## config.mk

```make
export PLATFORM = sky130hd
export DESIGN_NAME = hilo_ctrl
export DESIGN_NICKNAME = d
export VERILOG_FILES = /design/src/rtl/hilo_ctrl.sv
export SDC_FILE = /design/constraint.sdc
export NUM_CORES = 1
export LEC_CHECK = 0
export BUFFER_PORTS_ARGS = -buffer_cell sky130_fd_sc_hd__buf_2
export CAP_MARGIN = 30
export CORE_MARGIN = 2
export CORE_UTILIZATION = 53
export CTS_BUF_LIST = sky130_fd_sc_hd__clkbuf_8
export DETAILED_ROUTE_END_ITERATION = 8
export PLACE_DENSITY = 0.81
export SETUP_SLACK_MARGIN = 0.1
export SYNTH_ARGS = -nofsm -noshare
export SYNTH_HDL_FRONTEND = slang
export SYNTH_SLANG_ARGS = --single-unit
```

## constraint.sdc

```tcl
create_clock -name in_clk -period 3.51 [get_ports in_clk]
set_clock_uncertainty 0.05 [all_clocks]
set_input_delay 0.702 -clock in_clk [delete_from_list [all_inputs] [get_ports in_clk]]
set_output_delay 0.702 -clock in_clk [all_outputs]
set_load 0.1 [all_outputs]
```

## src/rtl/hilo_ctrl.sv

```systemverilog
// HI/LO register control: latches a multiplier product and commits it to HI/LO
// after MUL_LAT cycles, with MTHI/MTLO writes, MFHI/MFLO reads and a hazard stall.
module hilo_ctrl #(
    parameter int MUL_LAT = 3
) (
    input  logic        in_clk,
    input  logic        in_rst,
    input  logic        in_mul_start,
    input  logic [31:0] in_mul_hi,
    input  logic [31:0] in_mul_lo,
    input  logic        in_mthi,
    input  logic        in_mtlo,
    input  logic [31:0] in_wdata,
    input  logic        in_mfhi,
    input  logic        in_mflo,
    output logic [31:0] out_rdata,
    output logic [31:0] out_hi,
    output logic [31:0] out_lo,
    output logic        out_busy,
    output logic        out_stall
);

    localparam logic [0:0] IDLE = 1'b0;
    localparam logic [0:0] BUSY = 1'b1;
    localparam logic [2:0] LAT  = 3'(MUL_LAT);

    logic [0:0]  state_reg, state_next;
    logic [2:0]  cnt_reg, cnt_next;
    logic [63:0] pending_reg, pending_next;
    logic [31:0] hi_reg, hi_next;
    logic [31:0] lo_reg, lo_next;

    always_comb begin
        state_next   = state_reg;
        cnt_next     = cnt_reg;
        pending_next = pending_reg;
        hi_next      = hi_reg;
        lo_next      = lo_reg;
        case (state_reg)
            IDLE: begin
                // Moves land now; a multiply issued in the same cycle overwrites them at commit.
                if (in_mthi) hi_next = in_wdata;
                if (in_mtlo) lo_next = in_wdata;
                if (in_mul_start) begin
                    pending_next = {in_mul_hi, in_mul_lo};
                    cnt_next     = LAT;
                    state_next   = BUSY;
                end
            end
            BUSY: begin
                // Counter is left at 1 on commit so it never reaches zero outside reset.
                if (cnt_reg == 3'd1) begin
                    hi_next    = pending_reg[63:32];
                    lo_next    = pending_reg[31:0];
                    state_next = IDLE;
                end else begin
                    cnt_next = cnt_reg - 3'd1;
                end
            end
            default: state_next = IDLE;
        endcase
    end

    always_ff @(posedge in_clk) begin
        if (in_rst) begin
            state_reg   <= IDLE;
            cnt_reg     <= 3'd0;
            pending_reg <= 64'd0;
            hi_reg      <= 32'd0;
            lo_reg      <= 32'd0;
        end else begin
            state_reg   <= state_next;
            cnt_reg     <= cnt_next;
            pending_reg <= pending_next;
            hi_reg      <= hi_next;
            lo_reg      <= lo_next;
        end
    end

    assign out_busy  = (state_reg == BUSY);
    assign out_stall = out_busy & (in_mul_start | in_mthi | in_mtlo | in_mfhi | in_mflo);
    assign out_hi    = hi_reg;
    assign out_lo    = lo_reg;
    assign out_rdata = in_mfhi ? hi_reg : (in_mflo ? lo_reg : 32'd0);

endmodule

```

==> results of run 1 <==
[worst max-delay path, delay by kind of cell]
| family | cells | cell delay [ns] |
|---|---|---|
| AO/OA/AOI/OAI | 1 | 0.12 |
| buffers and inverters | 3 | 1.16 |
| AND/OR/NAND/NOR | 1 | 0.07 |
[through the flow]
step                power (mW)  utilization, %
CTS                       4.24            65.8
floorplan                 2.62               -
global placement          2.81            61.8
finish                    4.23            65.8
global route              4.40            65.8
detailed placement        2.82            61.8
[layout make-up]
cell class	count	area [sq um]
Antenna cell	1	2.50
Clock buffer	17	234
Clock inverter	15	214
Fill cell	1025	3930
Inverter	3	11.3
Multi-Input combinational cell	565	3110
Sequential cell	132	2650
Tap cell	143	179
Timing Repair Buffer	217	1140
[cells by family after synthesis]
group	Yosys count
flip-flops	132
AND/OR/NAND/NOR	268
adder cells (fa/ha/maj)	2
buffers and inverters	93
AO/OA/AOI/OAI	295
[report_power, final]
part | switching (mW) | total (mW) | internal, mW
clock | 0.594 | 1.43 | 0.840
sequential | 0.0947 | 1.69 | 1.60
combinational | 0.873 | 1.10 | 0.231
total | 1.56 | 4.23 | 2.67
[per-layer routing]
metal | global-route usage [%] | vias to the layer above | part of all wire (%) | wire [microns]
li1 | - | 3159 | - | -
met1 | 36.3 | 3026 | 43 | 7680
met2 | 43.7 | 258 | 48 | 8510
met3 | 6.53 | 29 | 7.1 | 1270
met4 | 9.92 | 0 | 2.0 | 361
met5 | 0 | - | 0 | 0
[how the worst min path moves through the flow]
stage	slack (ns)	cells after the start	start	end
floorplan	0.39	2	pending_reg[0]	pending_reg[0]
global placement	0.39	2	pending_reg[27]	pending_reg[27]
detailed placement	0.40	2	pending_reg[31]	pending_reg[31]
CTS	0.41	2	pending_reg[31]	pending_reg[31]
global route	0.41	3	in_mul_hi[23]	pending_reg[55]
finish	0.40	2	pending_reg[31]	pending_reg[31]
[cells in the mapped netlist]
cell and number:
a21oi_1 130, a31oi_1 66, a32oi_1 64, and3b_1 1, buf_1 1, buf_2 26
buf_4 14, buf_6 12, clkbuf_1 37, dfxtp_1 132, ha_1 2, inv_1 2
inv_2 1, nand2_1 192, nand2b_1 2, nand3_1 1, nor2_1 4, nor2b_1 2
nor3_1 2, nor3b_1 64, o21a_1 2, o21ai_0 33
==> metrics.txt, run 1 <==
xor and xnor fraction of the mapped netlist area 0%; H-Tree Depth 4; largest net degree at the start of global routing 77; CTS tree yes; top post-synthesis cells by area dfxtp_1, nand2_1, a21oi_1; share of layout cells above drive strength 1 between 20% and 30%; Leak between 2 and 3 nW; leading cell type in the layout, fill and taps excluded buf_2; hpwl dp approximately 11,000 microns; GRT Util Overall between 20% and 30%; crit path kind primary input to output pin; CP startpoint kind primary input; Synth Area in Compound Gates ~29%; area of the mapped netlist ~0.0063 sq mm; HP Class register to register; initial antenna violation count 1; commonest non-fill, non-tap cells in the layout buf_2, nand2_1, dfxtp_1; placed cells 1,060; Congestion Overflow GR 0; CTS Buf Count 17; Worst Path Arrival between 2 and 2.5 ns; first-pass GRT wire length between 20,000 and 30,000 microns; clock sink total between 100 and 150; buffers added on ports 200; clock buffer depth 2; worst r2r dst out_lo[19]; Final #Nets approximately 1,000; Post-Synthesis Net Count around 900; Max-cap violations 0; DRT iter0 DRCs approximately 570; Avg WL per Cell roughly 16 microns; Rel. slew slack around a third; crit path max fanout 23; worst setup margin between 0.6 and 0.7 ns; DRT Pass-1 Iters 5; Synth Instances 790; cell taking the most area after synthesis dfxtp_1; reg2reg start out_busy; Reg2Reg Depth 4; Max Slew Vio Count 0; CP max stage delay approximately 0.44 ns; post-synthesis mux area share 0%; Yosys warning count 0; post-route cell area around 0.0075 sq mm; gpl congestion around 0.80; Die Span Y around 110 microns; setup total negative slack 0 ns; Placed Instance Area between 0.007 and 0.008 sq mm; drt total wl about 18,000 microns; Required @ worst endpoint between 2 and 3 ns; register bit count reported by yosys 132; Setup crit start in_mflo; PD cells about 560 mW/mm^2; row count 39; maximum VDD drop between 0.2 and 0.3 mV; root buf cell clkbuf_8; adder-cell share of the synthesized area less than 1%; Post-Synth Simple-Gate Area 20.2%; # setup viols final 0; CP Capture Point out_rdata[13]; DRC viols 0; Hold Vio Cnt, Final 0; Via Count 6,472; CP max stage cell buf_2; Cell Chain, Critical Path buf_2 -> buf_4 -> nand2_1 -> o21ai_1 -> buf_2; Mean Syn Cell Area ~8 sq um; Placement Setup Slack 0.723 ns; DIE AREA 0.0127 sq mm; post-synth top area share between 40% and 50%; area grow syn2layout 20.5%; R2R setup slack between 1 and 1.5 ns; postcts setup bufs 0; vias in the first global route around 5,800; latest clock arrival within the worst-skew pair 0.43 ns; initial core utilization 54.6%; Die X-Extent ~110 microns; post-route ant nets 0; Worst Max-Slew Pin Slew slightly below 1 ns; # IOs between 200 and 250; Final period util about 80%; core area roughly 0.011 sq mm; register area share after synthesis between 40% and 50%; status finished, final reports clean; worst hold slack between 0.4 and 0.5 ns; clock slew at reported path FFs around 0.070 ns; largest family of logic cells by synthesized area compound AO/OA/AOI/OAI gates; post-route minimum period between 2 and 3 ns; FMAX 355 MHz; Resized Gates After CTS 0; Crit path top cell by count buf_2; Largest register FFs between 60 and 70; final cell count without fillers 1,093; DR vias/cell roughly 5.9; Cell variety after synth 22; unrepaired setup endpoints after global routing false; hold buffer count at CTS 0; Worst setup EP type output pin
Note: power is estimated with default switching activity, not from simulation.
==> run 2, diff against run 1 <==
--- a/config.mk
+++ b/config.mk
@@ -5,13 +5,14 @@
 export SDC_FILE = /design/constraint.sdc
 export NUM_CORES = 1
 export LEC_CHECK = 0
+export ABC_AREA = 1
 export BUFFER_PORTS_ARGS = -buffer_cell sky130_fd_sc_hd__buf_2
 export CAP_MARGIN = 30
 export CORE_MARGIN = 2
-export CORE_UTILIZATION = 53
+export CORE_UTILIZATION = 47
 export CTS_BUF_LIST = sky130_fd_sc_hd__clkbuf_8
 export DETAILED_ROUTE_END_ITERATION = 8
-export PLACE_DENSITY = 0.81
+export PLACE_DENSITY = 0.77
 export SETUP_SLACK_MARGIN = 0.1
 export SYNTH_ARGS = -nofsm -noshare
 export SYNTH_HDL_FRONTEND = slang
==> constraint.sdc (replaced) <==
create_clock -name in_clk -period 2.53 [get_ports in_clk]
set_clock_uncertainty 0.05 [all_clocks]
set_input_delay 0.506 -clock in_clk [delete_from_list [all_inputs] [get_ports in_clk]]
set_output_delay 0.506 -clock in_clk [all_outputs]
set_load 0.1 [all_outputs]
==> run 2 against run 1 <==
Largest power group unchanged; synthesized area fell by 7.9%; flip-flop and latch count did not move; critical endpoint is now out_busy; first-iteration DRC count fell by 17%; core utilization fell by 2.1 points; worst hold slack got worse by 0.18 ns; non-clock buffer count fell by 6.
==> metrics.txt, run 2 <==
status finished, final reports clean; GRT Util Overall approximately a quarter; unrepaired setup endpoints after global routing false; hold buffer count at CTS 0; PD cells around 880 mW/mm^2; Synth Flop Type dfxtp_1; n_diodes 0; cell taking the most area after synthesis dfxtp_1; post-route minimum period approximately 2.2 ns; hpwl dp ~11,000 microns; CP top delay family flip-flops; CP startpoint kind register; Avg WL per Cell 14.5 microns; Cell variety after synth 21; setup total negative slack 0 ns; Leak between 3 and 4 nW; FMAX around 450 MHz; commonest non-fill, non-tap cells in the layout nor2_1, nand2_1, buf_2; CTS Buf Count 17; clock buffer depth 2; Yosys warning count 0; maximum VDD drop 0.441 mV; Max-cap violations 0; Worst Max-Slew Pin Slew 0.694 ns; Rel. slew slack between 50 and 60%; Mean Syn Cell Area between 6 and 7 sq um; HP Class primary input to register; area of the mapped netlist roughly 0.0058 sq mm; Final period util just under 90%; top post-synthesis cells by count nor2_1, nand2_1, o21ai_0, dfxtp_1; first-pass GRT wire length around 27,000 microns; Max Slew Vio Count 0; Final #Nets 1,116; CTS tree yes; gpl congestion between 0.8 and 0.9; Largest register FFs 64; buffers added on ports 200; R2R setup slack a little under 0.6 ns; DRC viols 0; Die X-Extent 115 microns; Die Span Y about 110 microns; DRT iter0 DRCs 469; Worst Path Arrival around 1.7 ns; worst path bufs/invs 1; fraction of registers with async set/reset 0%; register bit count reported by yosys approximately 130; Synth Instances about 840; largest net degree at the start of global routing 73; area grow syn2layout 32.6%; number of synthesized flops with an enable pin 0; Resized Gates After CTS 0; register area share after synthesis ~46%; Hold Vio Cnt, Final 0; post-synth top area share 45.8%; post-route ant nets 0; # fillers roughly 1,100; top post-synthesis cells by area dfxtp_1, nor2_1, o21ai_0; CP max stage delay between 0.6 and 0.7 ns; Worst setup EP type output pin; vias in the first global route roughly 5,500; placed cells 1,139; Post-Synthesis Net Count between 900 and 1,000; DR vias/cell 5.09; Congestion Overflow GR 0; root buf cell clkbuf_8; latest clock arrival within the worst-skew pair 0.44 ns; DIE AREA between 0.01 and 0.015 sq mm; Cell Chain, Critical Path buf_2; clock sink total between 100 and 150; core area between 0.01 and 0.015 sq mm; H-Tree Depth 4; Via Count 5,966; drt total wl between 15,000 and 20,000 microns; DRT Pass-1 Iters 5; final cell count without fillers 1,171; share of layout cells above drive strength 1 ~25%; # setup viols final 0; crit path kind register to output pin; crit path max fanout 22; postcts setup bufs 0; clock slew at reported path FFs approximately 0.070 ns; row count 40; # IOs between 200 and 250; cell with the most instances after synthesis nor2_1; CP max stage cell dfxtp_2; initial core utilization about 48%; Required @ worst endpoint between 1.5 and 2 ns; leading cell type in the layout, fill and taps excluded nor2_1; initial antenna violation count 0
[run 2: report_power, final]
| part | total, mW | internal [mW] | switching (mW) |
|---|---|---|---|
| clock | 1.99 | 1.21 | 0.780 |
| combinational | 2.30 | 0.525 | 1.78 |
| sequential | 2.43 | 2.29 | 0.142 |
[run 2: area by class of cell]
type | count | area (sq um) | share of cell area [%]
Inverter | 39 | 155 | 2.03
Timing Repair Buffer | 211 | 1590 | 20.8
Sequential cell | 132 | 2640 | 34.6
Clock inverter | 13 | 189 | 2.47
Tap cell | 147 | 184 | 2.41
Clock buffer | 19 | 262 | 3.42
Multi-Input combinational cell | 610 | 2620 | 34.3
[run 2: layer usage]
layer / part of all wire [%] / global-route usage [%] / up-vias
met1: 43 / 33.7 / 2673
met3: 7.9 / 6.43 / 30
met5: 0 / 0 / -
met2: 47 / 42.1 / 242
met4: 1.8 / 10.8 / 0
li1: - / - / 3021
[run 2: path summary, 6_finish.rpt]
kind	start	to	depth (start not counted)
min	in_rst	out_busy	2
max reg2reg	out_busy	pending_reg[17]	5
max	out_busy	out_busy	1
min reg2reg	pending_reg[2]	pending_reg[2]	2
[run 2: cells by family after synthesis]
kind of cell	Yosys count	synth area share (%)
flops	132	45.8
fa+ha+maj	2	0.434
simple gates	418	28.5
compound gates	190	16.5
buf+inv	100	8.70
[run 2: per-stage QoR]
step | hold WS (ns) | setup slack (ns) | area [sq um] | util, % | total power, mW
finish | 0.228 | 0.325 | 7640 | 63.6 | 6.72
global route | 0.195 | 0.237 | 7640 | 63.6 | 7.02
CTS | 0.193 | 0.289 | 7640 | 63.6 | 6.75
detailed placement | 0.390 | 0.416 | 7190 | 59.9 | 4.77
global placement | 0.385 | 0.448 | 7190 | 59.9 | 4.75
floorplan | 0.375 | 0.165 | 5770 | - | 4.21
==> run 3, diff against run 2 <==
--- a/config.mk
+++ b/config.mk
@@ -5,11 +5,10 @@
 export SDC_FILE = /design/constraint.sdc
 export NUM_CORES = 1
 export LEC_CHECK = 0
-export ABC_AREA = 1
 export BUFFER_PORTS_ARGS = -buffer_cell sky130_fd_sc_hd__buf_2
 export CAP_MARGIN = 30
 export CORE_MARGIN = 2
-export CORE_UTILIZATION = 47
+export CORE_UTILIZATION = 48
 export CTS_BUF_LIST = sky130_fd_sc_hd__clkbuf_8
 export DETAILED_ROUTE_END_ITERATION = 8
 export PLACE_DENSITY = 0.77
==> run 3 against run 2 <==
Non-clock buffer count increased by 9; via count increased by 9.8%; worst hold slack better by 0.026 ns; first-iteration DRC count increased by 27%; register-to-register slack better by 0.25 ns; combinational power is 24% lower; count of clock-buffer cells in the layout is 1 higher; final cell count decreased by 4.1%; sequential share of layout area shrank 2.8 points; largest power group unchanged.
==> metrics.txt, run 3 (synthesis results as in run 1) <==
status finished, final reports clean; maximum VDD drop approximately 0.33 mV; Avg WL per Cell 16.6 microns; Congestion Overflow GR 0; Leak between 3 and 4 nW; latest clock arrival within the worst-skew pair 0.43 ns; Max Slew Vio Count 0; drt total wl between 15,000 and 20,000 microns; core area about 0.013 sq mm; worst path bufs/invs 3; FMAX roughly 470 MHz; buffers added on ports 200; hold buffer count at CTS 0; setup total negative slack 0 ns; DIE AREA 0.0140 sq mm; post-route minimum period 2.11 ns; # IOs between 200 and 250; Largest register FFs 64; PD cells 678 mW/mm^2; DRC viols 0; CP max stage cell buf_2; CTS Buf Count 17; GRT Util Overall a little over a quarter; Hold Vio Cnt, Final 0; initial antenna violation count 0; commonest non-fill, non-tap cells in the layout nand2_1, buf_2, dfxtp_1; Util after Layout 65.7%; first-pass GRT wire length just over 30,000 microns; DRT iter0 DRCs 596; Final period util about 83%; postcts setup bufs 0; DRT Pass-1 Iters 5; Max-cap violations 0; root buf cell clkbuf_8; crit path max fanout 18; vias in the first global route between 6,000 and 7,000; Rel. slew slack roughly 51%; Required @ worst endpoint 1.97 ns; Via Count about 6,600; Resized Gates After CTS 0; unrepaired setup endpoints after global routing false; hpwl dp around 12,000 microns; HP Class primary input to register; Worst setup EP type output pin; H-Tree Depth 4; area grow syn2layout 33.0%; Placement Setup Slack 0.416 ns; clock slew at reported path FFs 0.07 ns; CP max stage delay ~0.37 ns; CP startpoint kind primary input; leading cell type in the layout, fill and taps excluded nand2_1; largest net degree at the start of global routing 68; post-route ant nets 0; Worst Path Arrival between 1.5 and 2 ns; CP top delay family buffers and inverters; share of layout cells above drive strength 1 about 30%; Final #Nets 1,044; Die X-Extent ~120 microns; clock buffer depth 2; clock sink total ~130; initial core utilization around 49%; gpl congestion ~0.83; crit path kind primary input to output pin; Die Span Y about 120 microns; Crit path top cell by count buf_12; # setup viols final 0; Worst Max-Slew Pin Slew between 0.7 and 0.8 ns; DR vias/cell between 5 and 6; Cell Chain, Critical Path buf_2 -> buf_12 -> nand2_1 -> o21ai_2 -> buf_12; CTS tree yes; row count 41; n_diodes 0; worst setup margin 0.420 ns
-- run 3: metrics by stage --
step,power [mW],hold WS [ns],instances,area (sq um)
3_3_place_gp,4.09,0.391,1092,7980
2_1_floorplan,3.67,0.386,790,6520
6_report,5.65,0.253,1123,8330
4_1_cts,5.68,0.231,1123,8330
5_1_grt,5.88,0.236,1123,8330
3_5_place_dp,4.11,0.397,1092,7980
-- run 3: path summary, 6_finish.rpt --
| kind | start | slack [ns] | endpoint | cells after the start |
|---|---|---|---|---|
| worst min register to register | pending_reg[9] | 0.40 | pending_reg[9] | 2 |
| worst max-delay path | in_mflo | 0.42 | out_rdata[20] | 5 |
| worst max register to register | out_busy | 0.83 | cnt_reg[2] | 4 |
| worst min-delay path | in_mul_lo[29] | 0.25 | pending_reg[29] | 3 |
-- run 3: report_power, final --
group	internal, mW	switching, mW
clock network	0.821	0.758
registers	2.22	0.116
logic	0.455	1.28
total	3.49	2.15
-- run 3: layout make-up --
cell class | count | area [sq um]
Tap cell | 172 | 215
Sequential cell | 132 | 2650
Multi-Input combinational cell | 565 | 3370
Clock buffer | 20 | 275
Fill cell | 1095 | 4340
Timing Repair Buffer | 220 | 1740
Clock inverter | 11 | 72.6
Inverter | 3 | 11.3
-- run 3: tightest hold or removal path: stages --
cell and delay, ns:
buf_2 0.10, nand2_1 0.04, a21oi_1 0.05
-- run 3: routing by layer --
layer | vias up | wire length, microns | GRT usage, %
met1 | 3091 | 8110 | 34.6
met5 | - | 0 | 0
met4 | 0 | 304 | 8.73
met3 | 27 | 1180 | 5.21
li1 | 3170 | - | -
met2 | 265 | 9080 | 43.0
